--- config.mk ---
export PLATFORM = sky130hd
export DESIGN_NAME = seg_write_ctrl
export DESIGN_NICKNAME = d
export VERILOG_FILES = /design/src/rtl/seg_ctrl_pkg.sv /design/src/rtl/seg_prio_arb.sv /design/src/rtl/seg_write_ctrl.sv
export SDC_FILE = /design/constraint.sdc
export NUM_CORES = 1
export LEC_CHECK = 0
export CORE_MARGIN = 2
export CORE_UTILIZATION = 40
export CTS_BUF_LIST = sky130_fd_sc_hd__clkbuf_2
export CTS_CLUSTER_DIAMETER = 200
export DETAILED_ROUTE_END_ITERATION = 10
export PLACE_DENSITY = 0.73
export SLEW_MARGIN = 25
export SYNTH_ARGS = -nofsm -noshare
export SYNTH_HDL_FRONTEND = slang
export SYNTH_SLANG_ARGS = --single-unit
--- constraint.sdc ---
create_clock -name clk -period 4.2 [get_ports clk]
set_input_delay 0.63 -clock clk [delete_from_list [all_inputs] [get_ports clk]]
set_output_delay 0.63 -clock clk [all_outputs]
set_load 0.005 [all_outputs]
--- src/rtl/seg_ctrl_pkg.sv ---
// Shared encodings for the segment-register write controller.
// Segment selects, requester indices and FSM states.
package seg_ctrl_pkg;

    localparam logic [1:0] SEG_CS = 2'b00;
    localparam logic [1:0] SEG_DS = 2'b01;
    localparam logic [1:0] SEG_SS = 2'b10;
    localparam logic [1:0] SEG_ES = 2'b11;

    localparam int EU  = 0;
    localparam int BR  = 1;
    localparam int INT = 2;

    typedef enum logic [1:0] {
        IDLE,
        WRITE,
        FLUSH
    } state_t;

endpackage

--- src/rtl/seg_prio_arb.sv ---
// Fixed-priority arbiter (int > br > eu) for the segment write port.
// A saturating loss counter promotes eu once it has lost STARVE_LIMIT times.
module seg_prio_arb
    import seg_ctrl_pkg::*;
#(
    parameter int STARVE_LIMIT = 3
) (
    input  logic       clk,
    input  logic       rst,
    input  logic [2:0] req,
    input  logic       idle,
    input  logic       wr,
    input  logic       eu_won,
    output logic [2:0] win,
    output logic       valid
);

    logic [2:0] starve_cnt;
    logic       promote;

    assign promote = req[EU] && (starve_cnt == 3'(STARVE_LIMIT));
    assign valid   = |win;

    // Pick one winner; a starved eu overrides the fixed order.
    always_comb begin
        win = '0;
        if (promote) begin
            win[EU] = 1'b1;
        end else if (req[INT]) begin
            win[INT] = 1'b1;
        end else if (req[BR]) begin
            win[BR] = 1'b1;
        end else if (req[EU]) begin
            win[EU] = 1'b1;
        end
    end

    // Count eu losses per write; clear on eu grant or when eu is idle.
    always_ff @(posedge clk or posedge rst) begin
        if (rst) begin
            starve_cnt <= '0;
        end else if (wr) begin
            if (eu_won) begin
                starve_cnt <= '0;
            end else if (req[EU] && starve_cnt != 3'd7) begin
                starve_cnt <= starve_cnt + 3'd1;
            end
        end else if (idle && !req[EU]) begin
            starve_cnt <= '0;
        end
    end

endmodule

--- src/rtl/seg_write_ctrl.sv ---
// Owner of the CS/DS/SS/ES write port: arbitration, CS flush, SS inhibit.
// Optional shadow copies of the bank are built when SEG_SHADOW_EN is defined.
module seg_write_ctrl
    import seg_ctrl_pkg::*;
#(
    parameter int SEG_W        = 8,
    parameter int FLUSH_CYCLES = 2,
    parameter int STARVE_LIMIT = 3
) (
    input  logic             clk,
    input  logic             rst,
    input  logic             eu_req,
    input  logic [1:0]       eu_sel,
    input  logic [SEG_W-1:0] eu_data,
    output logic             eu_gnt,
    input  logic             br_req,
    input  logic [SEG_W-1:0] br_data,
    output logic             br_gnt,
    input  logic             int_req,
    input  logic [SEG_W-1:0] int_data,
    output logic             int_gnt,
    input  logic             instr_done,
    output logic             seg_we,
    output logic [1:0]       seg_sel,
    output logic [SEG_W-1:0] seg_data,
    output logic             flush,
    output logic             busy,
    output logic             irq_inhibit,
    input  logic [1:0]       shad_sel,
    output logic [SEG_W-1:0] shad_data
);

    state_t           state;
    state_t           state_nx;
    logic [3:0]       fl_cnt;
    logic [1:0]       inh_cnt;
    logic [1:0]       inh_nx;
    logic [2:0]       win;
    logic             win_vld;
    logic             grant;
    logic [1:0]       nx_sel;
    logic [SEG_W-1:0] nx_data;

    seg_prio_arb #(
        .STARVE_LIMIT(STARVE_LIMIT)
    ) u_arb (
        .clk    (clk),
        .rst    (rst),
        .req    ({int_req, br_req, eu_req}),
        .idle   (state == IDLE),
        .wr     (state == WRITE),
        .eu_won (eu_gnt),
        .win    (win),
        .valid  (win_vld)
    );

    assign grant = (state == IDLE) && win_vld;

    // Route the winner's target and value; far branch and vector load hit CS.
    always_comb begin
        nx_sel  = eu_sel;
        nx_data = eu_data;
        unique case (1'b1)
            win[INT]: begin
                nx_sel  = SEG_CS;
                nx_data = int_data;
            end
            win[BR]: begin
                nx_sel  = SEG_CS;
                nx_data = br_data;
            end
            default: ;
        endcase
    end

    // Next state: one write cycle, then a flush window only after CS.
    always_comb begin
        state_nx = state;
        unique case (state)
            IDLE:    if (grant) state_nx = WRITE;
            WRITE:   state_nx = (seg_sel == SEG_CS) ? FLUSH : IDLE;
            FLUSH:   if (fl_cnt == 4'd0) state_nx = IDLE;
            default: state_nx = IDLE;
        endcase
    end

    // State register.
    always_ff @(posedge clk or posedge rst) begin
        if (rst) begin
            state <= IDLE;
        end else begin
            state <= state_nx;
        end
    end

    // Flush window length; reloaded on every write so each CS write gets a full window.
    always_ff @(posedge clk or posedge rst) begin
        if (rst) begin
            fl_cnt <= '0;
        end else if (state == WRITE) begin
            fl_cnt <= 4'(FLUSH_CYCLES - 1);
        end else if (state == FLUSH && fl_cnt != 4'd0) begin
            fl_cnt <= fl_cnt - 4'd1;
        end
    end

    // Registered bank controls and grants, derived from the upcoming state.
    always_ff @(posedge clk or posedge rst) begin
        if (rst) begin
            seg_we   <= 1'b0;
            seg_sel  <= '0;
            seg_data <= '0;
            eu_gnt   <= 1'b0;
            br_gnt   <= 1'b0;
            int_gnt  <= 1'b0;
            flush    <= 1'b0;
            busy     <= 1'b0;
        end else begin
            seg_we  <= (state_nx == WRITE);
            flush   <= (state_nx == FLUSH);
            busy    <= (state_nx != IDLE);
            eu_gnt  <= grant && win[EU];
            br_gnt  <= grant && win[BR];
            int_gnt <= grant && win[INT];
            if (grant) begin
                seg_sel  <= nx_sel;
                seg_data <= nx_data;
            end
        end
    end

    // SS write arms a two-retire inhibit; a reload beats a same-cycle retire.
    always_comb begin
        inh_nx = inh_cnt;
        if (state == WRITE && seg_sel == SEG_SS) begin
            inh_nx = 2'd2;
        end else if (instr_done && inh_cnt != 2'd0) begin
            inh_nx = inh_cnt - 2'd1;
        end
    end

    // Inhibit counter and its registered flag.
    always_ff @(posedge clk or posedge rst) begin
        if (rst) begin
            inh_cnt     <= '0;
            irq_inhibit <= 1'b0;
        end else begin
            inh_cnt     <= inh_nx;
            irq_inhibit <= (inh_nx != 2'd0);
        end
    end

`ifdef SEG_SHADOW_EN
    logic [SEG_W-1:0] shadow [4];

    // Mirror every bank write so software-visible state can be read back.
    always_ff @(posedge clk or posedge rst) begin
        if (rst) begin
            for (int i = 0; i < 4; i++) begin
                shadow[i] <= '0;
            end
        end else if (seg_we) begin
            shadow[seg_sel] <= seg_data;
        end
    end

    assign shad_data = shadow[shad_sel];
`else
    logic shad_unused;

    assign shad_unused = ^shad_sel;
    assign shad_data   = '0;
`endif

endmodule

==> impl_metrics.csv <==
group,metric,value,unit
outcome,status,"completed",
cts,clk_pin_slew,0.26,ns
global_routing,grt_pass1_vias,1180,
yosys,synthXorXnorAreaFrac,0.00545,
drt,drc_errors,0,
pwr,power.leakage,0.893,nW
cts,clk-insertion-delay-late,0.35,ns
final_layout,final_nets,244,
pwr,power_density,526,nW/um2
yosys,synthCells,159,
worst_setup_path,r2r_cells,5,
global_routing,antenna_found_initial,0,
yosys,synth_edf_count,0,
worst_setup_path,path_max_fanout,21,
final_layout,n_antenna_cell,0,
drt,detailedRoute.firstIterationViolations,82,
die,pin_count,59,
drt,drt_first_pass_iters,4,
die,placeableCoreArea,3940,um2
pwr,ir_worst_vdd,0.182,mV
placed_design,dp_slack,1.60,ns
cts,cts-root-buf,"clkbuf_2",
timing,slew_headroom,0.574,
timing,worstMarginPinSlew,0.639,ns
timing,slew_viol_final,0,
die,fp-row-count,23,
drt,ant_nets,0,
timing,rsz0062_at_grt,"no",
placed_design,io_buffers,48,
pwr,power.total,1.10,mW
cts,cts_made_buffers,3,
timing,fin_crit,2.20,ns
global_routing,gr-total-overflow,0,
yosys,synth_fa_ha_area_frac,0.0467,
worst_setup_path,critPathLaunch,"int_req",
yosys,synth.distinct_cells,42,
die,dieArea,4540,um2
global_routing,grt_max_degree,29,
placed_design,place_congestion,0.736,
worst_setup_path,startpoint_type,"primary input",
worst_setup_path,cp.required,4.49,ns
yosys,syn_area_per_cell,10.1,um2
final_layout,syn2layout_area_growth,30.6,%
timing,worst_hold_slack,0.510,ns
cts,cts.sink_count,28,
worst_setup_path,endpoint,"seg_data[7]",
die,die_h,67.4,um
drt,vias,1266,
global_routing,grt_pass1_wl,5150,um
final_layout,final_cell_mix,"clkdlybuf4s50_1 (48), dfrtp_1 (28), nand2_1 (20)",
yosys,async_flop_share,1.00,
timing,setup_viol,0,
die,die_w,67.4,um
yosys,syn_area,1610,um2
yosys,ys_ff_latch,28,
timing,fin_tns_setup,0,ns
yosys,ys_seq_area_frac,0.436,
timing,finalHoldViolCount,0,
placed_design,dp.final_hpwl,2390,um
die,start_util,0.407,
cts,cts_setup_buffers,0,
drt,wl_per_cell,12.7,um
worst_setup_path,endpoint_kind,"flip-flop",
cts,cts_tree,"done",
timing,fmax,454,MHz
flow_run,drv_cap,0,
final_layout,mostFrequentLayoutCell,"clkdlybuf4s50_1",
global_routing,grt_usage,0.150,
cts,hold_buffers,0,
worst_setup_path,r2r_end,"u_arb.starve_cnt[0]",
yosys,synthMuxAreaShare,0.0343,
worst_hold_path,hold_class,"reg2reg",
timing,fin_skew,0.0135,ns
yosys,ys.warnings.count,0,
yosys,synth_compound_area_frac,0.202,
drt,via_per_inst,5.00,
cts,post_cts_resized,0,
drt,wirelength,3220,um
timing,post-route-period-util,0.524,
cts,h-tree-depth,1,
cts,cts_buffer_depth,2,
yosys,yosys_most_used_dff,"dfrtp_1",
yosys,synth_top_family_by_area,"compound AO/OA/AOI/OAI gates",
timing,worst_slack,2.00,ns
worst_setup_path,arrival,2.50,ns
worst_setup_path,r2r_setup_slack,2.36,ns
worst_setup_path,crit_type,"in2reg",
worst_setup_path,r2r-start,"u_arb.starve_cnt[0]",
final_layout,drive_above_1_share,0.108,
yosys,yosys.area_share.simple,0.186,
[layout make-up]
type                    count  area (um2)
well taps                  50        62.6
flip-flops and latches     28         701
multi-input cells         112         792
repair buffers             48         480
inverters                  11        43.8
clock inverters             1        3.75
fillers                   351        1840
clock buffers               3        15.0
[per-layer routing]
metal  share of wire  global-route usage  wire, um
met1            0.44               0.178      1410
met2            0.49               0.262      1580
met3           0.062              0.0367       199
met4           0.012              0.0536        40
met5               0                   0         0
[through the flow]
stage	area, um2	instances	utilization
2_1_floorplan	1630	166	-
3_3_place_gp	2080	249	0.527
3_5_place_dp	2080	249	0.527
4_1_cts	2100	253	0.532
5_1_grt	2100	253	0.532
6_report	2100	253	0.532
[flip-flops by register name, indices dropped and copies added, names as in the netlist]
signal,flops
seg_data,8
busy,1
flush,1
int_gnt,1
inh_cnt,2
state,2
eu_gnt,1
u_arb.starve_cnt,3
seg_sel,2
fl_cnt,4
br_gnt,1
irq_inhibit,1
seg_we,1
[critical path, stage by stage]
cell and delay, ns:
clkdlybuf4s50_1 0.73, or3_1 0.71, nand2_8 0.18, inv_4 0.09, a31oi_2 0.13
[report_power, final]
part / leakage (nW) / internal, mW / switching, mW / total [mW]
combinational: 0.536 / 0.297 / 0.261 / 0.559
sequential: 0.343 / 0.379 / 0.0685 / 0.448
clock: 0.0140 / 0.0207 / 0.0765 / 0.0971
[Yosys cell counts (2+ instances only)]
master	n	area, um2
a21o_1	9	67.6
a21oi_1	9	45.0
a31oi_2	8	100
and2_1	3	18.8
and3_1	2	12.5
buf_2	2	10.0
buf_4	8	60.1
clkbuf_1	3	11.3
dfrtp_1	28	701
ha_1	6	75.1
inv_1	8	30.0
mux2_2	3	33.8
nand2_1	20	75.1
nand2b_1	4	25.0
nand3b_1	8	60.1
nor2_1	2	7.51
nor2b_1	2	12.5
nor3_1	3	15.0
o211ai_1	2	15.0
o21ai_1	2	10.0
o31ai_1	4	30.0
or3_1	3	18.8
[cell families (layout without fill, tap and decap cells)]
| group | count (synthesis) | in the layout |
|---|---|---|
| AO/OA/AOI/OAI | 39 | 39 |
| XOR/XNOR | 1 | 1 |
| adder cells (fa/ha/maj) | 6 | 6 |
| buffers and inverters | 26 | 63 |
| flip-flops | 28 | 28 |
| multiplexers | 5 | 5 |
| other | 1 | 8 |
| AND/OR/NAND/NOR | 53 | 53 |
[worst min path at each step]
stage,from,end,slack [ns],depth (start not counted)
6_report,fl_cnt[3],fl_cnt[3],0.51,1
3_5_place_dp,fl_cnt[3],fl_cnt[3],0.48,1
5_1_grt,fl_cnt[3],fl_cnt[3],0.53,1
2_1_floorplan,fl_cnt[3],fl_cnt[3],0.46,1
3_3_place_gp,fl_cnt[3],fl_cnt[3],0.48,1
4_1_cts,fl_cnt[3],fl_cnt[3],0.51,1
No activity file was read; power rests on OpenSTA's default activity.
